**src/rtl/sum_sq_pkg.sv**
```systemverilog
// Shared widths and payload type for the sum-of-squares PIO-to-FIFO path.
package sum_sq_pkg;

  localparam int unsigned SUM_SQ_W   = 26;
  localparam int unsigned PAYLOAD_W  = 25;
  localparam int unsigned TOGGLE_BIT = 25;

  typedef logic [PAYLOAD_W-1:0] sum_sq_word_t;

endpackage

```
**src/rtl/sum_sq_fifo_mem.sv**
```systemverilog
// DEPTH x PAYLOAD_W storage: one synchronous write port, one asynchronous read port.
module sum_sq_fifo_mem
  import sum_sq_pkg::*;
#(
  parameter int unsigned DEPTH = 16,
  parameter int unsigned AW    = $clog2(DEPTH)
) (
  input  logic         clk,
  input  logic         we,
  input  logic [AW-1:0] waddr,
  input  sum_sq_word_t wdata,
  input  logic [AW-1:0] raddr,
  output sum_sq_word_t rdata
);

  sum_sq_word_t mem [DEPTH];

  // No reset: readers only look at slots that have been written.
  always_ff @(posedge clk) begin
    if (we) begin
      mem[waddr] <= wdata;
    end
  end

  assign rdata = mem[raddr];

endmodule

```
**src/rtl/sum_sq_fifo_writer.sv**
```systemverilog
// Turns each toggle of pio_data[25] into one FIFO entry, drained as a valid/ready stream.
// Optional statistics outputs (drop_count, max_level) are built when SUM_SQ_FIFO_STATS_EN is defined.
module sum_sq_fifo_writer
  import sum_sq_pkg::*;
#(
  parameter int unsigned DEPTH = 16,
  parameter int unsigned AW    = $clog2(DEPTH)
) (
  input  logic                 clk,
  input  logic                 reset,
  input  logic [SUM_SQ_W-1:0]  pio_data,
  input  logic                 clear,
  output logic [PAYLOAD_W-1:0] out_data,
  output logic                 out_valid,
  input  logic                 out_ready,
  output logic [AW:0]          level,
  output logic                 overflow
`ifdef SUM_SQ_FIFO_STATS_EN
  ,
  output logic [15:0]          drop_count,
  output logic [AW:0]          max_level
`endif
);

  logic         tog_q;
  logic [AW:0]  wr_ptr, wr_ptr_d;
  logic [AW:0]  rd_ptr, rd_ptr_d;
  logic         push, pop, full, empty, wr_en, drop;
  sum_sq_word_t rdata;

  assign push  = pio_data[TOGGLE_BIT] ^ tog_q;
  assign empty = (wr_ptr == rd_ptr);
  assign full  = (wr_ptr[AW] != rd_ptr[AW]) && (wr_ptr[AW-1:0] == rd_ptr[AW-1:0]);
  assign pop   = ~empty & out_ready;
  // A pop in the same cycle frees the slot the push lands in.
  assign wr_en = push & (~full | pop) & ~clear;
  assign drop  = push & full & ~pop & ~clear;

  always_comb begin
    wr_ptr_d = wr_ptr;
    rd_ptr_d = rd_ptr;
    if (clear) begin
      wr_ptr_d = '0;
      rd_ptr_d = '0;
    end else begin
      if (wr_en) wr_ptr_d = wr_ptr + 1'b1;
      if (pop)   rd_ptr_d = rd_ptr + 1'b1;
    end
  end

  always_ff @(posedge clk or posedge reset) begin
    if (reset) begin
      tog_q    <= 1'b0;
      wr_ptr   <= '0;
      rd_ptr   <= '0;
      overflow <= 1'b0;
    end else begin
      tog_q  <= pio_data[TOGGLE_BIT];
      wr_ptr <= wr_ptr_d;
      rd_ptr <= rd_ptr_d;
      if (clear) begin
        overflow <= 1'b0;
      end else if (drop) begin
        overflow <= 1'b1;
      end
    end
  end

  sum_sq_fifo_mem #(
    .DEPTH (DEPTH),
    .AW    (AW)
  ) u_mem (
    .clk   (clk),
    .we    (wr_en),
    .waddr (wr_ptr[AW-1:0]),
    .wdata (pio_data[PAYLOAD_W-1:0]),
    .raddr (rd_ptr[AW-1:0]),
    .rdata (rdata)
  );

  assign out_valid = ~empty;
  assign out_data  = out_valid ? rdata : '0;
  assign level     = wr_ptr - rd_ptr;

`ifdef SUM_SQ_FIFO_STATS_EN
  logic [AW:0] level_d;
  assign level_d = wr_ptr_d - rd_ptr_d;

  always_ff @(posedge clk or posedge reset) begin
    if (reset) begin
      drop_count <= '0;
      max_level  <= '0;
    end else if (clear) begin
      drop_count <= '0;
      max_level  <= '0;
    end else begin
      if (drop && drop_count != 16'hFFFF) begin
        drop_count <= drop_count + 16'd1;
      end
      if (level_d > max_level) begin
        max_level <= level_d;
      end
    end
  end
`endif

endmodule
```
**config.mk**
```make
export PLATFORM = sky130hd
export DESIGN_NAME = sum_sq_fifo_writer
export DESIGN_NICKNAME = d
export VERILOG_FILES = /design/src/rtl/sum_sq_pkg.sv /design/src/rtl/sum_sq_fifo_mem.sv /design/src/rtl/sum_sq_fifo_writer.sv
export SDC_FILE = /design/constraint.sdc
export NUM_CORES = 1
export LEC_CHECK = 0
export CAP_MARGIN = 40
export CORE_MARGIN = 2
export CORE_UTILIZATION = 30
export DETAILED_ROUTE_END_ITERATION = 7
export DONT_BUFFER_PORTS = 1
export GPL_ROUTABILITY_DRIVEN = 0
export GPL_TIMING_DRIVEN = 0
export PLACE_DENSITY = 0.55
export SLEW_MARGIN = 20
export SYNTH_ARGS = -nofsm -noshare
export SYNTH_HDL_FRONTEND = slang
export SYNTH_SLANG_ARGS = --single-unit
```
**constraint.sdc**
```tcl
create_clock -name clk -period 8.9 [get_ports clk]
set_input_delay 1.335 -clock clk [delete_from_list [all_inputs] [get_ports clk]]
set_output_delay 1.335 -clock clk [all_outputs]
set_load 0.1 [all_outputs]
```
==> flow_summary.ini, run 1 <==
[grt]
grt_max_degree = 17
grt_pass1_wl_um = 54830
overflow = 0
grt_pass1_vias = 8154
grt_usage = 0.1337
antenna_found_initial = 0

[pwr]
power_density_nw_per_um2 = 270.8
combPwrFrac = 0.279
power_switching_w = 0.001626
p_int_w = 0.003753
power.leakage_nw = 6.302
clockPowerShare = 0.319
swShare = 0.3022
ir_drop_uv = 141.6
p_seq_frac = 0.402

[setup_path]
regToRegSetupSlack_ps = 4730
arrival_ps = 4520
r2r_end = u_mem.mem[0][9]
path_max_fanout = 10
ff2ff_path_depth = 14
critPathLaunch = rd_ptr[1]
worstPathRequired_ps = 7570
critPathCaptureType = output port
r2r-start = rd_ptr[1]
critical_path_class = flop to output port
startpoint_type = flop

[sta]
fmax_mhz = 170.7
final.period_utilization = 0.6584
final-setup-viol-count = 0
final.setup_skew_ps = 26.63
finalWorstSetupSlack_ps = 3040
tightestPinTransition_ps = 836.0
fin_crit_ps = 5860
maxSlewHeadroom = 0.4426
rsz0062_at_grt = false
timing.setup.tns_ps = 0
drv_slew = 0
finalHoldViolations = 0

[cells_and_area]
antenna_cells = 0
mostFrequentLayoutCells = edfxtp_1, mux4_2, clkbuf_16
ff_latch_area_um2 = 12310
final_common_cell = edfxtp_1
multi_input_area_um2 = 3746
syn_to_final_growth_pct = 22.29
nFillCells = 4812
layout-drive-gt1-share = 0.3584
nets = 884

[drt]
detailedRoute.firstPassIterationCount = 5
drt_iter0_drc = 609
detail_route.wl_per_cell_um = 23.43
routed_wl_um = 36830
drc = 0
ant_nets = 0
num_vias = 7646
viasPerCell = 4.864

[clock_tree]
holdBufCountCts = 0
clockRootBuffer = clkbuf_16
cts_setup_buffers = 0
cts_made_buffers = 41
clock_latency_ps = 550
h-tree-depth = 2
path_clk_slew_ps = 60
cts_sinks = 412
clk_path_buf_depth = 3
post_cts_resized = 0
tritoncts = yes

[placement]
portBuffers = 0
dpl_worst_slack_ps = 3210
dp_hpwl_um = 25260

[worst_hold_path]
hold_path.class = flop to flop
min_to = rd_ptr[4]
hold_depth = 2
worstHoldStart = rd_ptr[4]

[floorplan]
core_area_um2 = 53710
die_h_um = 236.7
die_area_um2 = 56020
rows = 85
start_util = 0.3024
die_width_um = 236.7
ios = 62

[yosys]
ys_ff_latch = 412
async_flop_share = 0.02913
yosysSeqAreaShare = 0.7580
syn-instance-count = 720
syn-cell-area_um2 = 16240
synth_area_per_cell_um2 = 22.56
synth_cell_types = 45
syn_nets = 760
synth_edf_count = 400
synth_ff_type = edfxtp_1
synth-warning-count = 0

[flow_run]
maxCapViolCount = 0

[outcome]
outcome = finished clean
power groups by stage:
| stage | sequential [W] | combinational [W] | clock [W] |
|---|---|---|---|
| 2_1_floorplan | 0.00220 | 0.000965 | 0 |
| 3_3_place_gp | 0.00221 | 0.00115 | 0 |
| 3_5_place_dp | 0.00220 | 0.00152 | 0 |
| 4_1_cts | 0.00216 | 0.00152 | 0.00175 |
| 5_1_grt | 0.00216 | 0.00156 | 0.00182 |
| 6_report | 0.00216 | 0.00150 | 0.00171 |
sequential cells by signal (all words and copies together), names as in the netlist:
name / count
overflow: 1
rd_ptr: 5
tog_q: 1
u_mem.mem: 400
wr_ptr: 5
per-layer routing:
metal,share of wire,up-vias,GRT usage
li1,-,3288,-
met1,0.43,4133,0.1736
met2,0.50,171,0.2284
met3,0.050,54,0.02868
met4,0.017,0,0.03356
met5,0,-,0
through the flow:
stage / hold WS [ps] / util / std cells / power (W) / cell area [um^2]
2_1_floorplan: 583.8 / - / 720 / 0.003165 / 16240
3_3_place_gp: 609.6 / 0.3186 / 1416 / 0.003352 / 17110
3_5_place_dp: 634.1 / 0.3447 / 1495 / 0.003723 / 18510
4_1_cts: 643.9 / 0.3695 / 1570 / 0.005440 / 19840
5_1_grt: 677.4 / 0.3698 / 1572 / 0.005541 / 19860
6_report: 645.1 / 0.3698 / 1572 / 0.005378 / 19860
cells by family after synthesis:
group | count (synthesis) | share of synthesized area
flops | 412 | 0.7580
mux | 127 | 0.1583
simple gates | 69 | 0.02581
buf+inv | 48 | 0.02041
compound gates | 44 | 0.02342
xor+xnor | 10 | 0.005855
fa+ha+maj | 10 | 0.008166
cell usage after synthesis (3+ instances only):
| cell | count | area share |
|---|---|---|
| mux2i_1 | 3 | 0.0018 |
| ha_1 | 9 | 0.0069 |
| a21oi_1 | 7 | 0.0022 |
| mux4_2 | 95 | 0.13 |
| xnor2_1 | 7 | 0.0038 |
| buf_8 | 4 | 0.0037 |
| o21ai_0 | 3 | 0.00092 |
| nor2b_1 | 17 | 0.0065 |
| mux2_2 | 24 | 0.017 |
| and2b_2 | 3 | 0.0016 |
| nand2b_1 | 5 | 0.0019 |
| nor4_1 | 4 | 0.0015 |
| and2b_1 | 4 | 0.0018 |
| nand2_1 | 3 | 0.00069 |
| mux4_1 | 5 | 0.0081 |
| nor3_1 | 5 | 0.0015 |
| nor2_1 | 15 | 0.0035 |
| inv_1 | 12 | 0.0028 |
| dfrtp_1 | 12 | 0.018 |
| buf_2 | 13 | 0.0040 |
| clkbuf_1 | 9 | 0.0021 |
| edfxtp_1 | 400 | 0.74 |
| or3_1 | 4 | 0.0015 |
| buf_6 | 4 | 0.0028 |
| a221o_1 | 24 | 0.015 |
worst max-delay path, cell delays in order (launching register included):
cell and delay (ps):
dfrtp_1 540, buf_6 250, buf_6 200, clkbuf_1 350, buf_6 220, inv_1 90
ha_1 340, nand4_4 210, o211ai_4 410, clkbuf_1 530, and2b_1 270, a221o_1 340
buf_16 200
layout make-up:
| cell class | instances | area share |
|---|---|---|
| sequential | 412 | 0.6199 |
| timing repair buffer | 81 | 0.06407 |
| buffer | 36 | 0.01443 |
| multi-input combinational | 260 | 0.1886 |
| tap | 696 | 0.04385 |
| clock buffer | 49 | 0.05531 |
| clock inverter | 26 | 0.01159 |
| inverter | 12 | 0.002268 |
how the worst max path moves through the flow:
| stage | end | slack [ps] | cells past startpoint |
|---|---|---|---|
| 2_1_floorplan | out_data[23] | 3590 | 8 |
| 3_3_place_gp | u_mem.mem[2][11] | 60 | 9 |
| 3_5_place_dp | out_data[14] | 3210 | 11 |
| 4_1_cts | out_data[14] | 2630 | 11 |
| 5_1_grt | out_data[14] | 2810 | 12 |
| 6_report | out_data[16] | 3040 | 12 |
Power figures use the tool's default switching activity.
==> inputs of run 2 (changes only) <==
Settings changed: ABC_AREA from default to 1.
Clock period 8.9 ns to 5.6 ns, I/O delays scaled along.
==> flow_summary.ini, run 2 <==
[outcome]
outcome = finished clean

[floorplan]
die_h_um = 249.0
core_area_um2 = 59130
ios = 62
die_area_um2 = 61990
rows = 89
start_util = 0.3045
die_width_um = 249.0

[yosys]
yosys-top-cells-count = nand2_1, edfxtp_1, inv_1, nand3_1, buf_2
synth_area_leaders = edfxtp_1, nand2_1, inv_1, nand3_1, dfrtp_1
ys_ff_latch = 412
async_flop_share = 0.02913
yosysSeqAreaShare = 0.6839
syn_nets = 1821
synth_area_leader_cell = edfxtp_1
yosys.cell_count.top_type = nand2_1
synth_cell_types = 22
syn-cell-area_um2 = 18000
synth_top_area_frac = 0.6672
synth_area_per_cell_um2 = 10.11
synth_ff_type = edfxtp_1
synth_edf_count = 400
syn-instance-count = 1781
synth-warning-count = 0

[setup_path]
arrival_ps = 3800
regToRegSetupSlack_ps = 1720
r2r_end = u_mem.mem[9][0]
r2r-start = rd_ptr[2]
critPathCaptureType = output port
ff2ff_path_depth = 12
startpoint_type = flop
critical_path_class = flop to output port
path_max_fanout = 10
worstPathRequired_ps = 4760

[cells_and_area]
reg.largest.list = u_mem.mem: 400 flops, rd_ptr: 5 flops, wr_ptr: 5 flops
mostFrequentLayoutCells = nand2_1, edfxtp_1, inv_1
top_register = u_mem.mem
final_cell_count_no_fill = 2655
largest_reg_flops = 400
nets = 1889
fin_util = 0.3606
syn_to_final_growth_pct = 18.42
final_common_cell = nand2_1
layout-drive-gt1-share = 0.09995

[worst_hold_path]
hold_path.class = input port to asynchronous set/reset pin

[placement]
dpl_worst_slack_ps = 1537
dp_hpwl_um = 32770
dp_cells = 2577
portBuffers = 0

[drt]
num_vias = 11920
drt_iter0_drc = 907
ant_nets = 0
detailedRoute.firstPassIterationCount = 6
viasPerCell = 4.490
detail_route.wl_per_cell_um = 17.74
routed_wl_um = 47100
drc = 0

[grt]
grt_usage = 0.1519
antenna_found_initial = 2
overflow = 0
grt_max_degree = 21
grt_pass1_vias = 11760
grt_pass1_wl_um = 71470

[pwr]
ir_drop_uv = 278.2
power_density_nw_per_um2 = 472.0
power.leakage_nw = 8.869

[clock_tree]
post_cts_resized = 0
cts_sinks = 412
cts_setup_buffers = 0
tritoncts = yes
cts_made_buffers = 43
clock_latency_ps = 550
h-tree-depth = 2
clk_path_buf_depth = 3
path_clk_slew_ps = 60
clockRootBuffer = clkbuf_16
holdBufCountCts = 0

[sta]
maxSlewHeadroom = 0.4441
holdWs_ps = 201.3
fmax_mhz = 215.6
fin_crit_ps = 4637
finalWorstSetupSlack_ps = 962.7
drv_slew = 0
timing.setup.tns_ps = 0
tightestPinTransition_ps = 832.9
final.setup_skew_ps = 10.90
final-setup-viol-count = 0
final.period_utilization = 0.8281
finalHoldViolations = 0
rsz0062_at_grt = false

[flow_run]
maxCapViolCount = 0
[run 2: worst max-delay path by stage]
stage | from | end | cells past startpoint
floorplan | rd_ptr[2] | out_data[10] | 10
global placement | rd_ptr[2] | u_mem.mem[15][7] | 9
detailed placement | rd_ptr[2] | out_data[15] | 10
CTS | rd_ptr[2] | out_data[15] | 10
global route | rd_ptr[2] | out_data[15] | 10
finish | rd_ptr[2] | out_data[14] | 10
[run 2: per-layer routing]
| layer | vias up | track usage | share of wire |
|---|---|---|---|
| met5 | - | 0 | 0 |
| met4 | 0 | 0.04987 | 0.028 |
| met2 | 279 | 0.2673 | 0.50 |
| met3 | 80 | 0.02675 | 0.053 |
| li1 | 5830 | - | - |
| met1 | 5731 | 0.1885 | 0.42 |
[run 2: final cells by class]
class                   count  area, um^2
well taps                 773       967.2
multi-input cells         996        4654
fillers                  5740       37810
diodes                      1       2.502
clock inverters            22       270.3
flip-flops and latches    412       12310
repair buffers             23       501.7
plain buffers              81       374.1
clock buffers              55        1142
inverters                 292        1096
[run 2: kinds of logic (layout without fill, tap and decap cells)]
family	Yosys count	after routing	synth area share
other	0	1	0
AND/OR/NAND/NOR	940	940	0.2118
adder cells (fa/ha/maj)	10	10	0.007367
buffers and inverters	373	473	0.08166
AO/OA/AOI/OAI	34	34	0.009451
flip-flops	412	412	0.6839
XOR/XNOR	12	12	0.005838
[run 2: power breakdown]
part / total [W] / internal (W) / switching, W
Clock: 0.00288 / 0.00172 / 0.00116
Combinational: 0.00374 / 0.000758 / 0.00298
Sequential: 0.00345 / 0.00342 / 0.0000270
Total: 0.0101 / 0.00590 / 0.00416
[run 2: metrics by stage]
stage                     cell area (um^2)  power (W)
after global routing                 21320    0.01050
final                                21320    0.01006
after detailed placement             19910   0.007276
after CTS                            21320    0.01017
after global placement               18970   0.006892
after floorplan                      18000   0.006140
[run 2: critical path, cell delays in order (launching register included)]
cell and delay (ps):
dfrtp_1 400, buf_2 210, inv_2 190, clkbuf_1 490, ha_1 400, nand2_1 110
nor2_1 70, nand2_1 150, inv_2 180, buf_2 350, a21oi_4 670
==> inputs of run 3 (changes only) <==
Settings changed: PLACE_DENSITY 0.55 to 0.56.
Clock period 5.6 ns to 4.1 ns, I/O delays scaled along.
==> flow_summary.ini, run 3 (same netlist as run 2, synthesis figures left out) <==
[outcome]
outcome = finished clean

[pwr]
p_int_w = 0.007946
ir_drop_uv = 298.7
swShare = 0.4157
power.leakage_nw = 8.816
power_switching_w = 0.005653
combPwrFrac = 0.376
clockPowerShare = 0.278
fin_total_pwr_w = 0.01360
power_density_nw_per_um2 = 640.9
p_seq_frac = 0.347

[floorplan]
die_width_um = 249.0
start_util = 0.3045
ios = 62
die_area_um2 = 61990
core_area_um2 = 59130
die_h_um = 249.0
rows = 89

[worst_hold_path]
hold_path.class = input port to flop
worstHoldStart = pio_data[25]

[sta]
tightestPinTransition_ps = 893.0
holdWs_ps = 93.27
maxSlewHeadroom = 0.4047
final.period_utilization = 0.9702
drv_slew = 0
timing.setup.tns_ps = 0
final-setup-viol-count = 0
finalHoldViolations = 0
final.setup_skew_ps = 16.62
rsz0062_at_grt = false
fmax_mhz = 251.4
fin_crit_ps = 3978

[setup_path]
critPathCaptureType = output port
worstPathRequired_ps = 3480
critPathLaunch = rd_ptr[1]
critical_path_class = flop to output port
arrival_ps = 3360
slowest_delay_ps = 650
startpoint_type = flop
path_max_fanout = 10
crit_buf_inv = 5
path_cells = inv_1, buf_4, buf_4, ha_1, nand2_1, nor2_1, nand2_1, inv_2, clkbuf_4, a21oi_4
crit_family = buffers and inverters
cp_slowest_cell = a21oi_4
r2r-start = rd_ptr[1]

[grt]
grt_pass1_wl_um = 70810
antenna_found_initial = 0
grt_pass1_vias = 11700
overflow = 0
grt_max_degree = 21
grt_usage = 0.1499

[clock_tree]
cts_sinks = 412
clk_path_buf_depth = 3
clockRootBuffer = clkbuf_16
tritoncts = yes
cts_made_buffers = 42
clock_latency_ps = 550
h-tree-depth = 2
path_clk_slew_ps = 60
cts_setup_buffers = 0

[cells_and_area]
layout-drive-gt1-share = 0.09669
largest_reg_flops = 400
nets = 1886
top_register = u_mem.mem
nFillCells = 5772
antenna_cells = 0
final_common_cell = nand2_1
mostFrequentLayoutCells = nand2_1, edfxtp_1, inv_1
multi_input_area_um2 = 4654
syn_to_final_growth_pct = 17.86
reg.largest.list = u_mem.mem: 400 flops, rd_ptr: 5 flops, wr_ptr: 5 flops
ff_latch_area_um2 = 12310

[drt]
routed_wl_um = 46570
ant_nets = 0
detail_route.wl_per_cell_um = 17.61
viasPerCell = 4.501
num_vias = 11910
drc = 0
drt_iter0_drc = 891
detailedRoute.firstPassIterationCount = 5

[placement]
portBuffers = 0
dp_hpwl_um = 32300

[flow_run]
maxCapViolCount = 0
[run 3: timing repair]
item | 4_1_cts | 5_1_grt
endpoints found under the hold margin | 12 | 0
resized for setup | 4 | 3
hold buffers | 1 | 0
setup endpoints to repair | 20 | 10
[run 3: per-layer routing]
metal / track usage / part of all wire / vias to the layer above
li1: - / - / 5807
met1: 0.1861 / 0.42 / 5683
met2: 0.2602 / 0.49 / 326
met3: 0.02790 / 0.059 / 89
met4: 0.05420 / 0.033 / 0
met5: 0 / 0 / -
[run 3: worst paths after layout]
| path | end | slack, ps | depth (start not counted) |
|---|---|---|---|
| max | out_data[5] | 120 | 10 |
| max reg2reg | u_mem.mem[4][9] | 690 | 12 |
| min | tog_q | 90 | 0 |
| min in group asynchronous | overflow | 550 | 2 |
| min reg2reg | overflow | 580 | 3 |
| max in group asynchronous | rd_ptr[1] | 3160 | 2 |
[run 3: through the flow]
| stage | setup slack (ps) | std cells | utilization | cell area [um^2] |
|---|---|---|---|---|
| after floorplan | -430.2 | 1781 | - | 18000 |
| after global placement | -1804 | 2554 | 0.3208 | 18970 |
| after detailed placement | 259.2 | 2575 | 0.3362 | 19880 |
| after CTS | 44.93 | 2644 | 0.3587 | 21210 |
| after global routing | 7.668 | 2645 | 0.3589 | 21220 |
| final | 122.0 | 2645 | 0.3589 | 21220 |
[run 3: cell type report]
| class | count | share of cell area |
|---|---|---|
| sequential | 412 | 0.5803 |
| timing repair buffer | 23 | 0.02300 |
| clock buffer | 53 | 0.05248 |
| tap | 773 | 0.04558 |
| buffer | 79 | 0.01775 |
| clock inverter | 17 | 0.009788 |
| inverter | 292 | 0.05177 |
| multi-input combinational | 996 | 0.2194 |
[run 3: power by group through the flow]
stage | logic [W] | clock network [W] | registers [W]
after floorplan | 0.00360 | 0 | 0.00479
after global placement | 0.00460 | 0 | 0.00480
after detailed placement | 0.00513 | 0 | 0.00480
after CTS | 0.00515 | 0.00385 | 0.00471
after global routing | 0.00544 | 0.00399 | 0.00471
final | 0.00511 | 0.00378 | 0.00471
[run 3: worst register-to-register path: stages, from the launching register on]
cell and delay, ps:
dfrtp_2 490, inv_1 120, buf_4 240, buf_4 240, ha_1 260, nand2_1 90, nor2_1 70, nand3_1 90
nand2_1 200, nor2_1 300, nand2_1 330, nor2_4 460, buf_16 210
